===== src/rtl/mem_port_arbiter.sv =====
// rtl/mem_port_arbiter.sv - shares one memory port between the I-side fetch and D-side data requesters
//
// Latches one request at a time and holds it on the memory port until
// mem_resp. D-side wins arbitration by default. I-side is forced through
// after STARVE_LIMIT consecutive D grants made while it was waiting.
//
// Ports:
//   clk, rst_n                      clock (rising edge), async active-low reset
//   i_read, i_address               I-side read request / address
//   i_rdata, i_resp                 I-side read data / one-cycle completion
//   d_read, d_write                 D-side read / write request (both = write)
//   d_address, d_wdata              D-side address / write data
//   d_rdata, d_resp                 D-side read data / one-cycle completion
//   mem_read, mem_write             registered memory strobes
//   mem_address, mem_wdata          latched memory address / write data
//   mem_rdata, mem_resp             memory read data / completion
//   busy, grant_d                   transaction in flight / owned by D-side

module mem_port_arbiter #(
  parameter int ADDR_W       = 16,
  parameter int DATA_W       = 16,
  parameter int STARVE_LIMIT = 4
) (
  input  logic              clk,
  input  logic              rst_n,
  input  logic              i_read,
  input  logic [ADDR_W-1:0] i_address,
  output logic [DATA_W-1:0] i_rdata,
  output logic              i_resp,
  input  logic              d_read,
  input  logic              d_write,
  input  logic [ADDR_W-1:0] d_address,
  input  logic [DATA_W-1:0] d_wdata,
  output logic [DATA_W-1:0] d_rdata,
  output logic              d_resp,
  output logic              mem_read,
  output logic              mem_write,
  output logic [ADDR_W-1:0] mem_address,
  output logic [DATA_W-1:0] mem_wdata,
  input  logic [DATA_W-1:0] mem_rdata,
  input  logic              mem_resp,
  output logic              busy,
  output logic              grant_d
);

  localparam int CNT_W = (STARVE_LIMIT < 1) ? 1 : $clog2(STARVE_LIMIT + 1);
  localparam logic [CNT_W-1:0] LIMIT = CNT_W'(STARVE_LIMIT);
  localparam bit STARVE_EN = (STARVE_LIMIT != 0);

  typedef enum logic [1:0] {
    IDLE    = 2'd0,
    SERVE_I = 2'd1,
    SERVE_D = 2'd2
  } state_t;

  state_t           state;
  logic [CNT_W-1:0] starve_cnt;

  logic d_pend;
  logic i_wins;

  assign d_pend = d_read | d_write;
  // I-side goes first when D is idle, or when it has waited out LIMIT D grants.
  assign i_wins = i_read & (~d_pend | (STARVE_EN & (starve_cnt == LIMIT)));

  // Completion is reported in the same cycle mem_resp arrives; read data is
  // gated so each side sees zero outside its own response cycle.
  assign i_resp  = (state == SERVE_I) & mem_resp;
  assign d_resp  = (state == SERVE_D) & mem_resp;
  assign i_rdata = i_resp ? mem_rdata : '0;
  assign d_rdata = d_resp ? mem_rdata : '0;

  always_ff @(posedge clk or negedge rst_n) begin
    if (!rst_n) begin
      state       <= IDLE;
      starve_cnt  <= '0;
      mem_read    <= 1'b0;
      mem_write   <= 1'b0;
      mem_address <= '0;
      mem_wdata   <= '0;
      busy        <= 1'b0;
      grant_d     <= 1'b0;
    end else begin
      case (state)
        IDLE: begin
          if (i_wins) begin
            state       <= SERVE_I;
            mem_read    <= 1'b1;
            mem_write   <= 1'b0;
            mem_address <= i_address;
            mem_wdata   <= '0;
            busy        <= 1'b1;
            grant_d     <= 1'b0;
            starve_cnt  <= '0;
          end else if (d_pend) begin
            state       <= SERVE_D;
            // Read+write together is treated as a write.
            mem_read    <= ~d_write;
            mem_write   <= d_write;
            mem_address <= d_address;
            mem_wdata   <= d_wdata;
            busy        <= 1'b1;
            grant_d     <= 1'b1;
            if (!i_read) begin
              starve_cnt <= '0;
            end else if (starve_cnt != LIMIT) begin
              starve_cnt <= starve_cnt + 1'b1;
            end
          end
        end
        SERVE_I, SERVE_D: begin
          if (mem_resp) begin
            state     <= IDLE;
            mem_read  <= 1'b0;
            mem_write <= 1'b0;
            busy      <= 1'b0;
            grant_d   <= 1'b0;
          end
        end
        default: begin
          state     <= IDLE;
          mem_read  <= 1'b0;
          mem_write <= 1'b0;
          busy      <= 1'b0;
          grant_d   <= 1'b0;
        end
      endcase
    end
  end

endmodule


===== config.mk =====
export PLATFORM = sky130hd
export DESIGN_NAME = mem_port_arbiter
export DESIGN_NICKNAME = d
export VERILOG_FILES = /design/src/rtl/mem_port_arbiter.sv
export SDC_FILE = /design/constraint.sdc
export NUM_CORES = 1
export LEC_CHECK = 0
export ABC_AREA = 1
export CAP_MARGIN = 20
export CORE_UTILIZATION = 37
export CTS_CLUSTER_SIZE = 14
export DETAILED_ROUTE_END_ITERATION = 10
export GPL_TIMING_DRIVEN = 1
export PLACE_DENSITY_LB_ADDON = 0.05
export SETUP_SLACK_MARGIN = 0.5
export SYNTH_ARGS = -nofsm -noshare
export SYNTH_HDL_FRONTEND = slang
export SYNTH_SLANG_ARGS = --single-unit

===== constraint.sdc =====
create_clock -name clk -period 1.52 [get_ports clk]
set_input_delay 0.228 -clock clk [delete_from_list [all_inputs] [get_ports clk]]
set_output_delay 0.228 -clock clk [all_outputs]
set_load 0.1 [all_outputs]

==> results.yml <==
pwr:
  vdd_drop_max_v: 0.00240
  powerDensity_nw_per_um2: 2390
  power.leakage_nw: 2.57
yosys:
  yosysUniqueCellTypes: 20
  yosysMostFrequentCell: "nand2_1"
  yosys-top-cells-count: "nand2_1, inv_1, nand3_1, dfrtp_1, nor2_1"
  synth_edf_count: 0
  ys.flop_type: "dfrtp_1"
  netlist_area_sq_um: 2250
  yosysTopAreaCellShare_pct: 44.4
  synth_fp_nets: 392
  syn_inst: 317
  seq_area_frac_synth_pct: 44.4
  synth_area_leaders: "dfrtp_1, nand2_1, nand3_1"
  ys_warn_count: 0
  syn_area_per_cell_sq_um: 7.11
  ys_seq_elements: 40
  synth_top_cell_by_area: "dfrtp_1"
  async_reset_ff_share_pct: 100
global_routing:
  grt_start_max_net_pins: 23
  grt_overflow_total: 0
  antenna_found_initial: 0
  grt_pass1_wl_mm: 13.2
  grt_use_total_pct: 27.1
  grt_pass1_vias: 2681
clocking:
  cts_buffers: 5
  cts_max_level: 2
  cts-root-buf: "clkbuf_8"
  clockBufferDepth: 2
  cts_tree: "built"
  clkLatencyLatePin_ns: 0.31
  clk_pin_slew_worst_paths_ns: 0.10
  cts.sinks: 40
cells_and_area:
  multi_input_area_sq_um: 1510
  n_fill_cell: 148
  nets: 564
  drive_above_1_share_pct: 50.6
  areaGrowthSynthToFinish_pct: 148
  seq_area_sq_um: 1050
  diodes: 0
sta:
  finalSetupViolCount: 74
  rsz0062_at_grt: "true"
  worst_slack_ns: -0.299
  worst_pin_slew_ns: 0.302
  hold_viol_final: 0
  finalMaxSlewViolations: 0
  max_freq_mhz: 550
  min_period_ns: 1.82
  period_share_pct: 120
  skew_ns: 0.0146
  holdWs_ns: 0.382
  relSlewSlack_pct: 79.7
place:
  port-buffer-count: 139
  place_hpwl_mm: 5.72
  gp_congestion: 0.756
  dp_slack_ns: -0.128
floorplanning:
  die_w_um: 80.0
  chipHeight_um: 80.0
  initial_core_util_pct: 38.3
  fp-row-count: 28
  dieArea_sq_um: 6410
  core_sq_um: 5890
  io_pins: 140
hold_path:
  hp-class: "in -> async"
outcome:
  violations: "negative setup slack"
  status: "finished, violations left"
critical_path:
  cp_num_buf_inv: 3
  cpMostUsedCell: "buf_12"
  crit_arrival_ns: 1.59
  cp_slowest_cell: "dfrtp_4"
  cpPeakStageDelay_ns: 0.50
  critical_path_class: "reg -> out"
  critPathTopFamily: "flip-flops"
  worst_ep_required_time_ns: 1.29
  path_cells: "inv_4, ha_4, nand2_8, buf_12, nor2_4, buf_12"
  crit_fanout: 7
  worstSetupEndpointType: "primary output"
  start_kind: "register"
routing:
  ant_nets: 0
  drc: 0
  drt_first_pass_iters: 8
  wl_per_cell_um: 22.3
  vias_per_cell: 5.47
  routed_wl_mm: 12.6
  dr.first_iter.drc_count: 198
  vias: 3092
flow_run:
  drv_cap: 0
[through the flow]
stage                     total power (W)  std cells  area (sq um)  TNS, ns  util [%]
after CTS                          0.0122        557          5220    -9.98      88.6
final                              0.0134        565          5590   -13.47      95.0
after global placement             0.0108        536          4900    -3.32      83.2
after floorplan                   0.00759        317          2670    -9.93         -
after detailed placement           0.0109        536          4900    -4.61      83.2
after global routing               0.0137        565          5590   -16.62      95.0
[final timing paths]
kind,startpoint,to,slack [ns],cells past startpoint
min in group clk,d_wdata[1],mem_wdata[1],0.48,3
worst min register to register,mem_wdata[8],mem_wdata[8],0.55,2
worst max register to register,grant_d,mem_wdata[15],-0.20,11
worst min-delay path,rst_n,mem_wdata[5],0.38,2
max in group asynchronous,rst_n,mem_address[9],0.63,3
worst max-delay path,grant_d,i_rdata[2],-0.30,6
[layout make-up]
class	instances	area share, %
repair buffers	177	46.6
multi-input cells	206	27.0
flip-flops and latches	40	18.8
inverters	59	4.23
well taps	75	1.68
clock buffers	6	1.48
clock inverters	2	0.268
[cells in the final DEF, fill, tap and decap left out, types with 2 or more instances in the layout]
master and n:
buf_8 3, clkbuf_16 2, clkbuf_8 6, clkinvlp_4 4
buf_6 5, clkdlybuf4s50_1 68, nand3_1 17, nand2_8 4
nand2_2 9, dfrtp_2 36, inv_4 3, nand3_2 29
inv_2 2, nand3_4 4, inv_1 52, buf_4 16
nor2_1 3, buf_16 2, ha_4 3, ha_1 2
nor2_4 32, buf_12 79, dfrtp_1 3, nand2_4 2
nand2_1 93
[report_power, final]
group,internal [W],switching (W)
combinational,0.00375,0.00649
clock,0.000368,0.000437
sequential,0.00167,0.000637
total,0.00578,0.00757
[cell families after synthesis]
group	Yosys count	synth area share, %
AOI/OAI and AO/OA	5	2.17
xor gates and xnor gates	1	0.389
adders and majority gates	5	2.78
buffers and inverters	73	14.7
DFF	40	44.4
and+or+nand+nor	193	35.5
[flip-flops by register name, indices dropped and copies added (netlist names)]
signal	cells
busy	1
grant_d	1
mem_address	16
mem_read	1
mem_wdata	16
mem_write	1
starve_cnt	3
state	1
[metal layers]
metal,global-route usage [%],part of all wire (%)
met2,49.9,52
met1,30.2,34
met3,6.86,9.0
met5,0,0
met4,8.93,5.2
[what timing repair did]
| action | CTS | global route |
|---|---|---|
| gates cloned | 5 | 2 |
| pin swaps | 7 | 43 |
| hold buffers | 1 | 0 |
| hold endpoints to repair | 18 | 0 |
| gates resized for setup | 15 | 62 |
| setup endpoints to repair | 110 | 129 |
| buffers inserted | 7 | 6 |
Note: power is estimated with default switching activity, not from simulation.
